**src/rtl/fb_pixel_writer.sv**
```systemverilog
// fb_pixel_writer: write port of the 4-bit frame buffer RAM.
// The block turns a raster-ordered valid/ready pixel stream into registered
// RAM write strobes. It also has a full-frame clear engine that fills every
// location with a single colour.
//
//   state    | meaning
//   ---------+------------------------------------------------------------
//   ST_RUN   | stream mode, s_ready_o=1, beats written at the pointer
//   ST_CLEAR | fill mode, one location per cycle at the latched colour
module fb_pixel_writer #(
  parameter int H_RES  = 640,
  parameter int V_RES  = 480,
  parameter int ADDR_W = 19,
  parameter int DATA_W = 4
) (
  input  logic              clk_i,
  input  logic              rst_n_i,
  input  logic              s_valid_i,
  output logic              s_ready_o,
  input  logic [DATA_W-1:0] s_data_i,
  input  logic              s_sof_i,
  input  logic              clear_req_i,
  input  logic [DATA_W-1:0] clear_color_i,
  output logic              busy_o,
  output logic              wr_en_o,
  output logic [ADDR_W-1:0] wr_addr_o,
  output logic [DATA_W-1:0] wr_data_o,
  output logic              frame_done_o,
  output logic              sof_error_o
);

  localparam int XW = (H_RES > 1) ? $clog2(H_RES) : 1;
  localparam int YW = (V_RES > 1) ? $clog2(V_RES) : 1;
  localparam logic [XW-1:0]     X_LAST = XW'(H_RES - 1);
  localparam logic [YW-1:0]     Y_LAST = YW'(V_RES - 1);
  localparam logic [ADDR_W-1:0] P_LAST = ADDR_W'(H_RES * V_RES - 1);

  typedef enum logic {ST_RUN, ST_CLEAR} state_e;

  state_e              state_q;
  logic [XW-1:0]       x_q;
  logic [YW-1:0]       y_q;
  logic [ADDR_W-1:0]   ptr_q;
  logic [DATA_W-1:0]   color_q;
  logic                busy_q;

  // Location of the current beat. A start-of-frame marker forces it to 0.
  logic [XW-1:0]       base_x;
  logic [YW-1:0]       base_y;
  logic [ADDR_W-1:0]   base_ptr;
  logic [XW-1:0]       x_d;
  logic [YW-1:0]       y_d;
  logic [ADDR_W-1:0]   ptr_d;
  logic                last_d;
  logic                accept;

  // Ready depends only on the state. It is held low while reset is asserted.
  assign s_ready_o = rst_n_i && (state_q == ST_RUN);
  assign accept    = s_valid_i && s_ready_o;
  assign busy_o    = busy_q;

  // Advance the raster pointer past the current beat. The x/y counters
  // track line wrap, so the linear address needs no multiplier.
  always_comb begin
    base_x   = s_sof_i ? '0 : x_q;
    base_y   = s_sof_i ? '0 : y_q;
    base_ptr = s_sof_i ? '0 : ptr_q;
    x_d      = base_x + 1'b1;
    y_d      = base_y;
    ptr_d    = base_ptr + 1'b1;
    last_d   = 1'b0;
    if (base_x == X_LAST) begin
      x_d = '0;
      if (base_y == Y_LAST) begin
        y_d    = '0;
        ptr_d  = '0;
        last_d = 1'b1;
      end else begin
        y_d = base_y + 1'b1;
      end
    end
  end

  // Run/clear FSM with registered write strobes and status pulses.
  always_ff @(posedge clk_i or negedge rst_n_i) begin
    if (!rst_n_i) begin
      state_q      <= ST_RUN;
      x_q          <= '0;
      y_q          <= '0;
      ptr_q        <= '0;
      color_q      <= '0;
      busy_q       <= 1'b0;
      wr_en_o      <= 1'b0;
      wr_addr_o    <= '0;
      wr_data_o    <= '0;
      frame_done_o <= 1'b0;
      sof_error_o  <= 1'b0;
    end else begin
      wr_en_o      <= 1'b0;
      frame_done_o <= 1'b0;
      sof_error_o  <= 1'b0;
      case (state_q)
        ST_RUN: begin
          if (accept) begin
            wr_en_o      <= 1'b1;
            wr_addr_o    <= base_ptr;
            wr_data_o    <= s_data_i;
            frame_done_o <= last_d;
            sof_error_o  <= s_sof_i && (ptr_q != '0);
            x_q          <= x_d;
            y_q          <= y_d;
            ptr_q        <= ptr_d;
          end
          // A beat accepted on this edge is written before the clear starts.
          // The pointer is then reused as the clear address.
          if (clear_req_i) begin
            state_q <= ST_CLEAR;
            busy_q  <= 1'b1;
            color_q <= clear_color_i;
            x_q     <= '0;
            y_q     <= '0;
            ptr_q   <= '0;
          end
        end
        ST_CLEAR: begin
          wr_en_o   <= 1'b1;
          wr_addr_o <= ptr_q;
          wr_data_o <= color_q;
          if (ptr_q == P_LAST) begin
            state_q <= ST_RUN;
            busy_q  <= 1'b0;
            ptr_q   <= '0;
          end else begin
            ptr_q <= ptr_q + 1'b1;
          end
        end
        default: state_q <= ST_RUN;
      endcase
    end
  end

endmodule

```
**config.mk**
```make
export PLATFORM = sky130hd
export DESIGN_NAME = fb_pixel_writer
export DESIGN_NICKNAME = d
export VERILOG_FILES = /design/src/rtl/fb_pixel_writer.sv
export SDC_FILE = /design/constraint.sdc
export NUM_CORES = 1
export LEC_CHECK = 0
export CORE_ASPECT_RATIO = 0.6
export CORE_MARGIN = 10
export CORE_UTILIZATION = 60
export DETAILED_ROUTE_END_ITERATION = 10
export DONT_BUFFER_PORTS = 1
export PLACE_DENSITY = 0.8
export SYNTH_ARGS = -nofsm -noshare
export SYNTH_HDL_FRONTEND = slang
export SYNTH_SLANG_ARGS = --single-unit
```
**constraint.sdc**
```tcl
create_clock -name clk_i -period 2.49 [get_ports clk_i]
set_clock_uncertainty 0.2 [all_clocks]
set_input_delay 0.249 -clock clk_i [delete_from_list [all_inputs] [get_ports clk_i]]
set_output_delay 0.249 -clock clk_i [all_outputs]
set_load 0.005 [all_outputs]
```
==> impl_summary.md, run 1 <==
Pwr
The proportion of power drawn by the clock network is 0.476. The proportion of total power due to net switching is 0.253. The worst supply voltage drop on vdd is 0.489 mV. The switching power summed over all nets is 0.959 mW. The areal power density over the cells is ~750 mW/mm2.

The share of power burned in registers is 0.374. For this design the static power due to leakage is 2.18 nW. The share of total power dissipated in combinational logic is 0.151. Cell internal power was estimated by the tool at 2.83 mW. The total power is between 3 and 4 mW.

CTS
TritonCTS built the clock tree. TritonCTS created 9 clock buffers. For the worst-skew pair, the clock arrives at the later sink with an insertion delay of 0.34 ns. The clock transition at the registers of the reported paths is 0.06 ns. The clock sink count is 70. The number of H-tree levels is 3. The clock root buffer is sky130_fd_sc_hd__clkbuf_16. The longest clock path from root to sink contains 2 buffers.

Placement
Once placement finished, the instance area stood at 0.00437 mm2. The final weighted congestion of routability-driven global placement is between 0.9 and 1. During placement, the flow inserted port buffers numbering 0.

The total half-perimeter wirelength after legalization and detailed placement is 7.89 mm. Including well taps, the total number of placed cells is 560. Prior to clock tree synthesis, the placed netlist has a worst setup slack of -0.0355 ns.

Worst setup path
For the worst setup path, the data arrival time is 2.47 ns. The longest individual stage delay on the worst path is 0.40 ns. In this design, the largest share of critical-path delay is due to simple AND/OR/NAND/NOR gates. Along the worst path, the maximum fanout reaches 12. The setup slack of the most critical reg-to-reg path is 0.04 ns. Together, buffers and inverters on the worst path number 1.

For this design, the slowest cell found on the critical path is sky130_fd_sc_hd__nor4_4. The start-to-end type of the worst setup path is flop to flop. Walking the worst path, the cells encountered are nor2b_4 -> ha_2 -> nand3_4 -> nor4_4 -> a211oi_2 -> buf_4 -> a21o_1 -> a221o_1. The required time of the worst setup path is 2.51 ns. The worst setup path is launched from a flop. STA classifies the critical path endpoint as a flop.

Routing
The via total after detailed routing is 3,973. The first TritonRoute pass finished after 5 iterations. Dividing the detail-routed via count by the number of cells gives between 6 and 7. The detailed router finished its first iteration with 643 violations.

The remaining number of nets flagged by the antenna check after routing is 0. The total wire length is 12.2 mm. The DRC violation count after routing is 0.

Dividing the detail-routed wire length by the instance count gives 20.6 um.

STA
On the final layout, the worst hold slack is 0.0289 ns. The minimum setup slack in the final design is 0.0399 ns. The total of endpoints with negative setup slack in the final report is 0. The relative slew slack is 0.570. Dividing the final minimum period by the clock period gives 0.984.

At the pin with the least slew margin, the transition time is 0.642 ns. Counting I/O delays and the setup requirement, the final critical path takes 2.45 ns. The total negative setup slack is 0 ns. For this run, the top clock speed supported by timing is roughly 400 MHz. The total count of hold-check failures in the final report is 0. The final max-slew violation count was 0.

Synth
The most used flip-flop cell after synthesis is sky130_fd_sc_hd__dfrtp_1. The share of synthesized flip-flops with an asynchronous set or reset is 1.00. By area the synthesized netlist is led by sky130_fd_sc_hd__dfrtp_1 42%, sky130_fd_sc_hd__nand2_1 6.8%, sky130_fd_sc_hd__o21ai_0 5.6%, sky130_fd_sc_hd__a21oi_1 2.4%, sky130_fd_sc_hd__nand3_1 2.2%.

Of the total synthesized cell area, the portion taken by XOR and XNOR cells is 0.0105. The area fraction of the dominant cell type after synthesis is 0.420. The largest area contributor in the synthesized netlist is sky130_fd_sc_hd__dfrtp_1. The number of enable flip-flop cells after synthesis is 0. The cell count after synthesis came out at 473. The synthesis warning total is 0. Sorting the synthesized cells by how often they occur yields 76 x sky130_fd_sc_hd__nand2_1, 70 x sky130_fd_sc_hd__dfrtp_1, 47 x sky130_fd_sc_hd__o21ai_0.

The post-synthesis adder-cell area fraction is 0.0150. The net count after synthesis is 491. The proportion of synthesized area in mux cells is 0.0255. The share of the synthesized area in compound gates (AO/OA/AOI/OAI) is 0.204. The number of distinct library cell variants in the gate-level netlist after synthesis is 64. The synthesized netlist occupies a cell area of approximately 0.0042 mm2. After synthesis, the largest family of logic cells by area is simple AND/OR/NAND/NOR gates. Of the synthesized area, sequential elements account for 0.420. The synthesized flop and latch total is 70. Of the total synthesized cell area, the portion taken by AND, OR, NAND and NOR gates is 0.273.

The most common cell in the synthesized netlist is sky130_fd_sc_hd__nand2_1. After synthesis, the mean cell area works out to 8.81 um2.

Floorplan
For this design the top-level I/O count stands at 41. In this run the core area contains 23 standard-cell rows. The initial core utilization is 0.622.

The die is ~130 um wide. The die span in y is 84.6 um. The floorplan step defined a die boundary enclosing 0.0108 mm2. The area of the core is 0.00671 mm2.

Job
The tool flagged a number of max-cap violations equal to 0.

Worst hold path
The classification of the worst-slack hold path is primary input to flop.

Status
The flow ran to the end, and the final reports show no timing, DRC or antenna violations.

Finish
The finished cells cover 0.00505 mm2. From synthesis to final layout, the design area changed by 21.1%. The net total in the final layout is around 520.

The filler-free cell count of the finished design is 592. 0 antenna diodes ended up in the layout. The ratio of cells with drive above 1 in the final layout is 0.174.

At the end of the flow the core is filled with cells to 0.753.

Global route
The residual overflow from global routing is 0. The number of antenna violations at the first check in global routing was 0. The maximum number of pins on one net before global-route repair is 71.

The number of global-route vias before repair is 3,985. The all-layer global routing usage is 0.227. The first global-routing pass estimated slightly above 20 mm of wire.
==> worst register-to-register path, delay by kind of cell, from the launching register on <==
kind	cells	cell delay, ns
AOI/OAI and AO/OA	3	0.60
adders and majority gates	1	0.22
buffers and inverters	1	0.21
DFF	1	0.39
and+or+nand+nor	3	0.70
==> power groups by stage <==
stage / clock network [mW] / registers (mW) / logic [mW]
6_report: 1.80 / 1.42 / 0.570
3_3_place_gp: 0 / 1.43 / 0.477
2_1_floorplan: 0 / 1.39 / 0.365
5_1_grt: 1.86 / 1.44 / 0.644
3_5_place_dp: 0 / 1.43 / 0.503
4_1_cts: 1.81 / 1.41 / 0.559
==> cell type report <==
cell class | instances | area [um2]
clock buffers | 10 | 239
inverters | 13 | 48.8
well taps | 87 | 109
multi-input cells | 358 | 2300
fillers | 442 | 1660
flip-flops and latches | 70 | 1750
repair buffers | 48 | 415
clock inverters | 6 | 180
==> layer usage <==
metal  vias up  track usage  routed length, um  share of wire
met5         -            0                  0              0
met4         0       0.0845                207          0.017
met3        30       0.0766               1530           0.13
met2       262        0.336               5450           0.45
met1      1891        0.302               5030           0.41
li1       1790            -                  -              -
==> sequential cells by signal, summed over array words and instances, names as in the netlist <==
| name | flops |
|---|---|
| ptr_q | 19 |
| wr_data_o | 4 |
| wr_en_o | 1 |
| color_q | 4 |
| frame_done_o | 1 |
| x_q | 10 |
| wr_addr_o | 19 |
| busy_o | 1 |
| state_q | 1 |
| y_q | 9 |
| sof_error_o | 1 |
==> cell families after synthesis <==
| logic type | after synthesis |
|---|---|
| buf+inv | 45 |
| fa+ha+maj | 5 |
| mux | 10 |
| xor+xnor | 5 |
| compound gates | 130 |
| simple gates | 208 |
| flops | 70 |
==> timing repair <==
item | 4_1_cts | 5_1_grt
gates cloned | 0 | 0
pin swaps | 0 | 1
hold buffers | 14 | 1
endpoints found under the setup margin | 5 | 21
setup buffers | 0 | 1
hold endpoints to repair | 85 | 1
gates resized for setup | 2 | 16
==> placed cells by master, fill, tap and decap left out, types with 5 or more instances in the layout <==
cell type and count:
sky130_fd_sc_hd__o21ai_0 47, sky130_fd_sc_hd__a21oi_1 18, sky130_fd_sc_hd__dfrtp_1 70, sky130_fd_sc_hd__clkbuf_16 9, sky130_fd_sc_hd__a31oi_1 5, sky130_fd_sc_hd__o22ai_1 8
sky130_fd_sc_hd__nor2b_1 5, sky130_fd_sc_hd__a21o_1 7, sky130_fd_sc_hd__a32o_1 5, sky130_fd_sc_hd__mux2_2 5, sky130_fd_sc_hd__nand4_1 10, sky130_fd_sc_hd__bufinv_16 6
sky130_fd_sc_hd__nand2_1 76, sky130_fd_sc_hd__nor4_1 6, sky130_fd_sc_hd__nor2_1 21, sky130_fd_sc_hd__a221oi_1 5, sky130_fd_sc_hd__and4_1 5, sky130_fd_sc_hd__buf_4 33
sky130_fd_sc_hd__nand2b_1 6, sky130_fd_sc_hd__mux2i_1 5, sky130_fd_sc_hd__inv_1 13, sky130_fd_sc_hd__xnor2_1 5, sky130_fd_sc_hd__nor3b_1 5, sky130_fd_sc_hd__nor3_1 10
sky130_fd_sc_hd__nand3_1 17, sky130_fd_sc_hd__dlygate4sd3_1 14, sky130_fd_sc_hd__and3_1 9, sky130_fd_sc_hd__and2_1 5
==> worst paths after layout <==
path | from | endpoint | cells past startpoint
max reg2reg | y_q[0]$_DFFE_PN0P_ | ptr_q[10]$_DFFE_PN0P_ | 8
max | y_q[0]$_DFFE_PN0P_ | ptr_q[10]$_DFFE_PN0P_ | 8
min reg2reg | color_q[1]$_DFFE_PN0P_ | wr_data_o[1]$_DFFE_PN0P_ | 2
min in group asynchronous | rst_n_i | x_q[9]$_DFFE_PN0P_ | 2
max in group asynchronous | rst_n_i | ptr_q[4]$_DFFE_PN0P_ | 2
min | s_sof_i | y_q[4]$_DFFE_PN0P_ | 2
Power figures use the tool's default switching activity.
==> run 2: changes to the inputs <==
Settings changed: CTS_CLUSTER_DIAMETER set to 200.
==> results of run 2 <==
No change in the layout: final DEF, timing and power equal those of run 1.
